## config.mk

```make
export PLATFORM = sky130hd
export DESIGN_NAME = clock_domain_reset_sequencer
export DESIGN_NICKNAME = d
export VERILOG_FILES = /design/src/rtl/clock_domain_reset_sequencer.sv
export SDC_FILE = /design/constraint.sdc
export NUM_CORES = 1
export LEC_CHECK = 0
export CAP_MARGIN = 20
export CORE_MARGIN = 2
export CORE_UTILIZATION = 39
export CTS_BUF_LIST = sky130_fd_sc_hd__clkbuf_8
export CTS_CLUSTER_SIZE = 25
export DETAILED_ROUTE_END_ITERATION = 8
export GPL_TIMING_DRIVEN = 0
export SYNTH_ARGS = -nofsm -noshare
export SYNTH_HDL_FRONTEND = slang
export SYNTH_SLANG_ARGS = --single-unit
```

## constraint.sdc

```tcl
create_clock -name clk_50_in_clk -period 4.01 [get_ports clk_50_in_clk]
set_input_delay 0.802 -clock clk_50_in_clk [delete_from_list [all_inputs] [get_ports clk_50_in_clk]]
set_output_delay 0.802 -clock clk_50_in_clk [all_outputs]
set_load 0.01 [all_outputs]
```

## src/rtl/clock_domain_reset_sequencer.sv

```systemverilog
// Power-up reset sequencer for the media computer clock domains.
// Releases SDRAM, system, VGA, MTL and audio resets in order once the PLL lock is stable.
//
// state      | meaning
// HOLD       | just out of reset, everything held
// WAIT_LOCK  | filtering pll_locked before the first release
// WAIT_SDRAM | SDRAM released, waiting for its power-up delay
// REL_SYS    | system released, staggering to VGA
// REL_VGA    | VGA released, staggering to MTL
// REL_MTL    | MTL released, staggering to audio
// REL_AUDIO  | reserved, never entered
// RUN        | all domains released
// SW_HOLD    | software-requested hold before relocking
module clock_domain_reset_sequencer #(
    parameter int LOCK_FILTER = 1024,
    parameter int SDRAM_WAIT  = 10000,
    parameter int STAGGER     = 16,
    parameter int CNT_W       = 16
) (
    input  logic       clk_50_in_clk,
    input  logic       reset_in_reset,
    input  logic       pll_locked,
    input  logic       sw_reset_req,
    output logic       rst_sdram_out,
    output logic       rst_sys_out,
    output logic       rst_vga_out,
    output logic       rst_mtl_out,
    output logic       rst_audio_out,
    output logic       ready,
    output logic [3:0] seq_state,
    output logic [7:0] lock_loss_count
);

    typedef enum logic [3:0] {
        HOLD       = 4'd0,
        WAIT_LOCK  = 4'd1,
        WAIT_SDRAM = 4'd2,
        REL_SYS    = 4'd3,
        REL_VGA    = 4'd4,
        REL_MTL    = 4'd5,
        REL_AUDIO  = 4'd6,
        RUN        = 4'd7,
        SW_HOLD    = 4'd8
    } state_t;

    localparam logic [CNT_W-1:0] LOCK_TC  = CNT_W'(LOCK_FILTER - 1);
    localparam logic [CNT_W-1:0] SDRAM_TC = CNT_W'(SDRAM_WAIT - 1);
    localparam logic [CNT_W-1:0] STAG_TC  = CNT_W'(STAGGER - 1);

    state_t           state_q, state_d;
    logic [CNT_W-1:0] cnt_q, cnt_d;
    logic [4:0]       rst_q, rst_d;
    logic             ready_q, ready_d;
    logic [7:0]       llc_q, llc_d;
    logic             lock_loss;
    logic             sw_hit;

    always_comb begin
        state_d   = state_q;
        llc_d     = llc_q;
        lock_loss = !pll_locked && (state_q != HOLD) && (state_q != WAIT_LOCK)
                    && (state_q != SW_HOLD);
        sw_hit    = sw_reset_req && (state_q != HOLD) && (state_q != SW_HOLD);

        if (lock_loss) begin
            state_d = WAIT_LOCK;
            if (llc_q != 8'hFF) begin
                llc_d = llc_q + 8'd1;
            end
        end else if (sw_hit) begin
            state_d = SW_HOLD;
        end else begin
            case (state_q)
                HOLD:       state_d = WAIT_LOCK;
                WAIT_LOCK:  if (pll_locked && cnt_q == LOCK_TC) state_d = WAIT_SDRAM;
                WAIT_SDRAM: if (cnt_q == SDRAM_TC) state_d = REL_SYS;
                REL_SYS:    if (cnt_q == STAG_TC) state_d = REL_VGA;
                REL_VGA:    if (cnt_q == STAG_TC) state_d = REL_MTL;
                REL_MTL:    if (cnt_q == STAG_TC) state_d = RUN;
                RUN:        state_d = RUN;
                SW_HOLD:    if (cnt_q == STAG_TC) state_d = WAIT_LOCK;
                default:    state_d = HOLD;
            endcase
        end

        // Lock filter restarts whenever the lock drops while still filtering.
        if ((state_d != state_q) || (state_q == WAIT_LOCK && !pll_locked)) begin
            cnt_d = '0;
        end else if (cnt_q != '1) begin
            cnt_d = cnt_q + 1'b1;
        end else begin
            cnt_d = cnt_q;
        end

        // Reset outputs decode the next state so each one is a clean flop output.
        case (state_d)
            WAIT_SDRAM: rst_d = 5'b01111;
            REL_SYS:    rst_d = 5'b00111;
            REL_VGA:    rst_d = 5'b00011;
            REL_MTL:    rst_d = 5'b00001;
            REL_AUDIO:  rst_d = 5'b00001;
            RUN:        rst_d = 5'b00000;
            default:    rst_d = 5'b11111;
        endcase
        ready_d = (state_d == RUN);
    end

    always_ff @(posedge clk_50_in_clk or posedge reset_in_reset) begin
        if (reset_in_reset) begin
            state_q <= HOLD;
            cnt_q   <= '0;
            rst_q   <= 5'b11111;
            ready_q <= 1'b0;
            llc_q   <= 8'd0;
        end else begin
            state_q <= state_d;
            cnt_q   <= cnt_d;
            rst_q   <= rst_d;
            ready_q <= ready_d;
            llc_q   <= llc_d;
        end
    end

    assign rst_sdram_out   = rst_q[4];
    assign rst_sys_out     = rst_q[3];
    assign rst_vga_out     = rst_q[2];
    assign rst_mtl_out     = rst_q[1];
    assign rst_audio_out   = rst_q[0];
    assign ready           = ready_q;
    assign seq_state       = state_q;
    assign lock_loss_count = llc_q;

endmodule

```

; After elaboration in Yosys (flattened, before gate mapping)
; Cells that the tools add are included.
[totals]
register_bits = 34
latch_bits = 0
mem_bits_rw = 0
romBits = 0
in_bits = 4
output_inout_bits = 18
elab_cells = 54
n_memories = 0
[classes]
add_sub_neg = 2
multipliers = 0
div_mod_pow = 0
n_lt_le_gt_ge = 0
eq_ne = 21
shifts = 0
n_mux = 12
bitwise = 0
reduce_logical = 14
[op_table]
columns = operator, count
row1 = two-way mux 16 bit, 2
row2 = two-way mux 4 bit, 8
row3 = one-hot mux 4 bit (8 select lines), 1
row4 = "== test 4 x 3 -> 1 bit, second input constant", 7
row5 = one-hot mux 5 bit (5 select lines), 1
row6 = "adder 16 x 1 -> 16 bit, second input constant", 1
row7 = "== test 16 x 10 -> 1 bit, second input constant", 1
row8 = "== test 16 x 14 -> 1 bit, second input constant", 1
row9 = "== test 16 x 4 -> 1 bit, second input constant", 1
row10 = "== test 4 x 2 -> 1 bit, second input constant", 4
row11 = "!= test 16 bit, second input constant", 1
row12 = "adder 8 x 1 -> 8 bit, second input constant", 1
row13 = "!= test 8 bit, second input constant", 1
row14 = logical AND 1 bit, 7
row15 = "== test 4 x 1 -> 1 bit, second input constant", 1
row16 = "== test 4 bit, second input constant", 1
row17 = logical NOT 4 bit, 1
row18 = "!= test 4 x 1 -> 1 bit, second input constant", 1
row19 = != test 4 bit, 1
row20 = "!= test 4 bit, second input constant", 1
row21 = nonzero test 4 bit, 1
row22 = AND reduction 2 bit, 1
row23 = nonzero test 2 bit, 1
row24 = OR reduction 2 bit, 1
row25 = other kinds (2), 2

; Depth between registers and ports, before layout
[logic_depth]
depth_word = 9
depth_mapped = 9
ltp_nobuf = 7

; Worst setup path after synthesis
; Ideal clock, no wire load.
[synth_path]
kind = input port to flip-flop
start = input pll_locked
end = register cnt_q[0]
setup_ns = 0.132
arrival_ns = 2.257
required_ns = 3.878
slack_ns = 1.621
cell_stages = 8
path_buffers = 2
path_cell_list = clkbuf_1 > or3b_2 > a2bb2oi_1 > nor3_1 > a21oi_1 > o21ai_2 > clkbuf_4 > nor4_2
[synth_between]
elab_chain_len = 8
elab_cells_between_ends = 14
cone_classes = 1 x eq/ne / 5 x mux / 8 x reduce/logical
[synth_rtl]
columns = element, line
row1 = from (decl), 22  ; input logic pll_locked,
row2 = logical AND 1 bit or logical NOT 1 bit (tied branches), "75, 61, 87"
row3 = two-way mux 4 bit or logical AND 1 bit (tied branches), "75, 61"
row4 = one-hot mux 4 bit (8 select lines) or logical AND 1 bit (tied branches), "73, 61"
row5 = two-way mux 4 bit or logical AND 1 bit (tied branches), "70, 62"
row6 = two-way mux 4 bit, 65  ; if (lock_loss) begin
row7 = != test 4 bit, 87  ; if ((state_d != state_q) || (state_q == WAIT_LOCK && !pll_locked)) begin
row8 = logical OR 1 bit *, 87
row9 = two-way mux 16 bit or nonzero test 2 bit (tied branches), n/a
row10 = to (signal assigned), 117  ; cnt_q <= cnt_d;
row11 = to (decl), 51  ; logic [CNT_W-1:0] cnt_q, cnt_d;
; Every way passes the cells marked *; elsewhere a longest branch is shown, timed or not.
; A chain may end at the register's enable or synchronous reset.

; Final worst setup path
[layout_path]
start = input sw_reset_req
end = register cnt_q[11]
[layout_between]
elab_chain_len = 7
elab_cells_between_ends = 8
cone_classes = 1 x eq/ne / 3 x mux / 4 x reduce/logical
[layout_rtl]
columns = element, line
row1 = from (decl), 23  ; input logic sw_reset_req,
row2 = logical AND 1 bit * (2 in a row), 63  ; sw_hit = sw_reset_req && (state_q != HOLD) && (state_q != SW_HOLD);
row3 = two-way mux 4 bit *, 70  ; end else if (sw_hit) begin
row4 = two-way mux 4 bit *, 65
row5 = != test 4 bit *, 87
row6 = logical OR 1 bit *, 87
row7 = two-way mux 16 bit or nonzero test 2 bit (tied branches), n/a
; Marks and branches as above.

==> impl_metrics.yaml <==
sta:
  finClkSkew_ns: 0.00876
  fin_crit_ns: 2.62
  hold_viol: 0
  tns_ns: 0
  rsz0062_at_grt: "false"
  setup_violations: 0
  fmax_ghz: 0.382
  setup_slack_ns: 1.39
  relSlewSlack_pct: 56.3
  tightestPinTransition_ns: 0.655
  fin_crit_sh_pct: 65.3
  finalMaxSlewViolations: 0
clocking:
  cts_tree: "done"
  postCtsSetupBuffers: 0
  clock_latency_ns: 0.29
  clock-sinks: 34
  numCtsBuffers: 5
  cts-root-buf: "clkbuf_8"
  cts_resized: 0
  cts_hold_buf: 0
  cts_buffer_depth: 2
  htree_num_levels: 2
  path_clk_slew_ns: 0.08
floorplanning:
  die_h_um: 77.7
  die_w_um: 77.7
  num_rows: 26
  start_util_pct: 40.9
  dieArea_sq_um: 6030
  coreArea_sq_um: 5170
  ios: 22
yosys:
  netlist_area_sq_um: 2120
  syn_avg_cell_area_sq_um: 9.37
  synthArstFlopShare_pct: 100
  synth-edff-count: 0
  synthCells: 226
  yosysWarningCount: 0
  synth_nets: 232
  synthTopCellsByArea: "dfrtp_1 (34%), nor4_2 (6.5%), dfstp_2 (6.2%)"
  seq_area_frac_synth_pct: 40.5
  ys_ff_latch: 34
  synth_top_area_share_pct: 34.3
  yosys.area.top_type: "dfrtp_1"
  ys.flop_type: "dfrtp_1"
  synth.distinct_cells: 53
global_route:
  grt_pass1_vias: 1693
  grt_max_degree: 21
  antenna_found_initial: 0
  overflow: 0
  grt_use_total_pct: 17.2
  grt_pass1_wl_um: 8300
placed_design:
  place_area_sq_um: 2430
  dpl.hpwl_um: 3380
  dp_worst_setup_slack_ns: 1.10
  port_buffers: 20
  gp_congestion: 0.886
routing:
  final_antenna_net_count: 0
  num_vias: 1769
  dr.first_iter.drc_count: 96
  firstDrtPassIters: 4
  drc_errors: 0
  routed_via_density: 5.44
  routedWlPerCell_um: 14.1
  finalWirelength_um: 4590
setup_path:
  crit_fanout: 10
  cp.buffers_inverters: 2
  worstPathCellList: "clkdlybuf4s50_1 > or3b_2 > a2bb2oi_1 > nor3_1 > a21oi_1 > o21ai_2 > clkbuf_4 > nor4_2"
  slowest_stage: "clkdlybuf4s50_1"
  cp.arrival_ns: 2.78
  required_ns: 4.17
  critPathMaxStageDelay_ns: 0.52
  criticalPathCategory: "in -> reg"
  critPathCaptureType: "flip-flop"
  cp_top_family: "buffers and inverters"
  worst_setup_path_start_kind: "primary input"
power_and_ir_drop:
  power_density_nw_per_um2: 505
  p_leak_nw: 1.00
  max-vdd-ir-drop_mv: 0.330
cells_and_area:
  syn_to_final_growth_pct: 21.4
  nets: 260
  stdcell_area_sq_um: 2570
  layout-drive-gt1-share_pct: 19.6
  n_fill_cell: 487
  diodes: 0
status:
  status: "finished, final reports clean"
run:
  drv_cap: 0
min_path:
  hp-class: "reg -> reg"
==> Yosys cell counts, types with 2 or more instances <==
library cell / count
dfstp_2: 5
nor2_1: 21
nand3_1: 7
xnor2_1: 11
buf_2: 9
ha_1: 2
nand2b_1: 3
a21oi_1: 9
inv_1: 5
nor4_2: 11
dfrtp_1: 29
nand4_1: 10
and3_1: 6
nor4_1: 7
o21ai_0: 9
mux2i_1: 2
nor3_1: 12
nand2_1: 26
xor2_1: 8
==> worst paths after layout <==
path / startpoint / endpoint / slack, ns / cells after the start
min in group asynchronous: reset_in_reset / cnt_q[10]$_DFFE_PP0P_ / 0.90 / 2
worst min-delay path: lock_loss_count[6]$_DFFE_PP0P_ / lock_loss_count[6]$_DFFE_PP0P_ / 0.50 / 1
worst min register to register: lock_loss_count[6]$_DFFE_PP0P_ / lock_loss_count[6]$_DFFE_PP0P_ / 0.50 / 1
max in group asynchronous: reset_in_reset / rst_q[0]$_DFF_PP1_ / 2.51 / 3
worst max register to register: cnt_q[0]$_DFFE_PP0P_ / cnt_q[11]$_DFFE_PP0P_ / 1.59 / 9
worst max-delay path: sw_reset_req / cnt_q[11]$_DFFE_PP0P_ / 1.39 / 8
==> area by class of cell <==
| class | instances | area (sq um) | share of cell area [%] |
|---|---|---|---|
| multi-input cells | 173 | 1160 | 45.2 |
| flip-flops and latches | 34 | 857 | 33.3 |
| repair buffers | 21 | 228 | 8.86 |
| well taps | 70 | 87.6 | 3.41 |
| plain buffers | 14 | 80.1 | 3.12 |
| clock buffers | 5 | 68.8 | 2.68 |
| clock inverters | 3 | 68.8 | 2.68 |
| inverters | 5 | 18.8 | 0.730 |
==> worst reg2reg max path, cell delays in order, from the launching register on <==
cell	delay (ns)
dfrtp_1	0.39
ha_1	0.19
nand3_1	0.13
or3_1	0.38
buf_2	0.18
nor3_2	0.30
a21oi_1	0.14
o21ai_2	0.17
clkbuf_4	0.35
nor4_2	0.07
==> metal layers <==
metal	global-route usage [%]	wire [um]	vias to the layer above
li1	-	-	876
met1	23.5	2190	844
met2	27.1	2160	43
met3	3.14	171	6
met4	6.61	59	0
met5	0	0	-
==> metrics by stage <==
step | std cells | hold slack (ns) | power (mW) | util, %
3_5_place_dp | 317 | 0.489 | 0.928 | 47.0
6_report | 325 | 0.498 | 1.30 | 49.7
5_1_grt | 325 | 0.534 | 1.39 | 49.7
3_3_place_gp | 316 | 0.479 | 0.920 | 46.5
4_1_cts | 325 | 0.500 | 1.32 | 49.7
2_1_floorplan | 226 | 0.515 | 0.780 | -
==> flip-flops by register name, summed over array words and instances, names as in the netlist <==
name	flops
cnt_q	16
lock_loss_count	8
rst_q	5
seq_state	4
ready	1
==> where the power goes <==
part | switching [mW] | internal, mW | total (mW) | leakage [nW]
Combinational | 0.279 | 0.212 | 0.491 | 0.486
Clock | 0.132 | 0.249 | 0.381 | 0.0683
Sequential | 0.0422 | 0.385 | 0.427 | 0.446
==> layout by cell type (no fill, tap or decap), types with 10 or more instances in the layout <==
| cell type | netlist | layout |
|---|---|---|
| nor3_1 | 12 | 12 |
| clkdlybuf4s50_1 | 0 | 20 |
| xnor2_1 | 11 | 11 |
| nand4_1 | 10 | 10 |
| nor2_1 | 21 | 21 |
| nand2_1 | 26 | 26 |
| nor4_2 | 11 | 11 |
| dfrtp_1 | 29 | 29 |
==> logic make-up after synthesis <==
family	share of synthesized area [%]
AND/OR/NAND/NOR	34.9
flip-flops	40.5
AO/OA/AOI/OAI	9.40
XOR/XNOR	7.86
buffers and inverters	4.67
multiplexers	1.48
adder cells (fa/ha/maj)	1.18
Power figures use the tool's default switching activity.
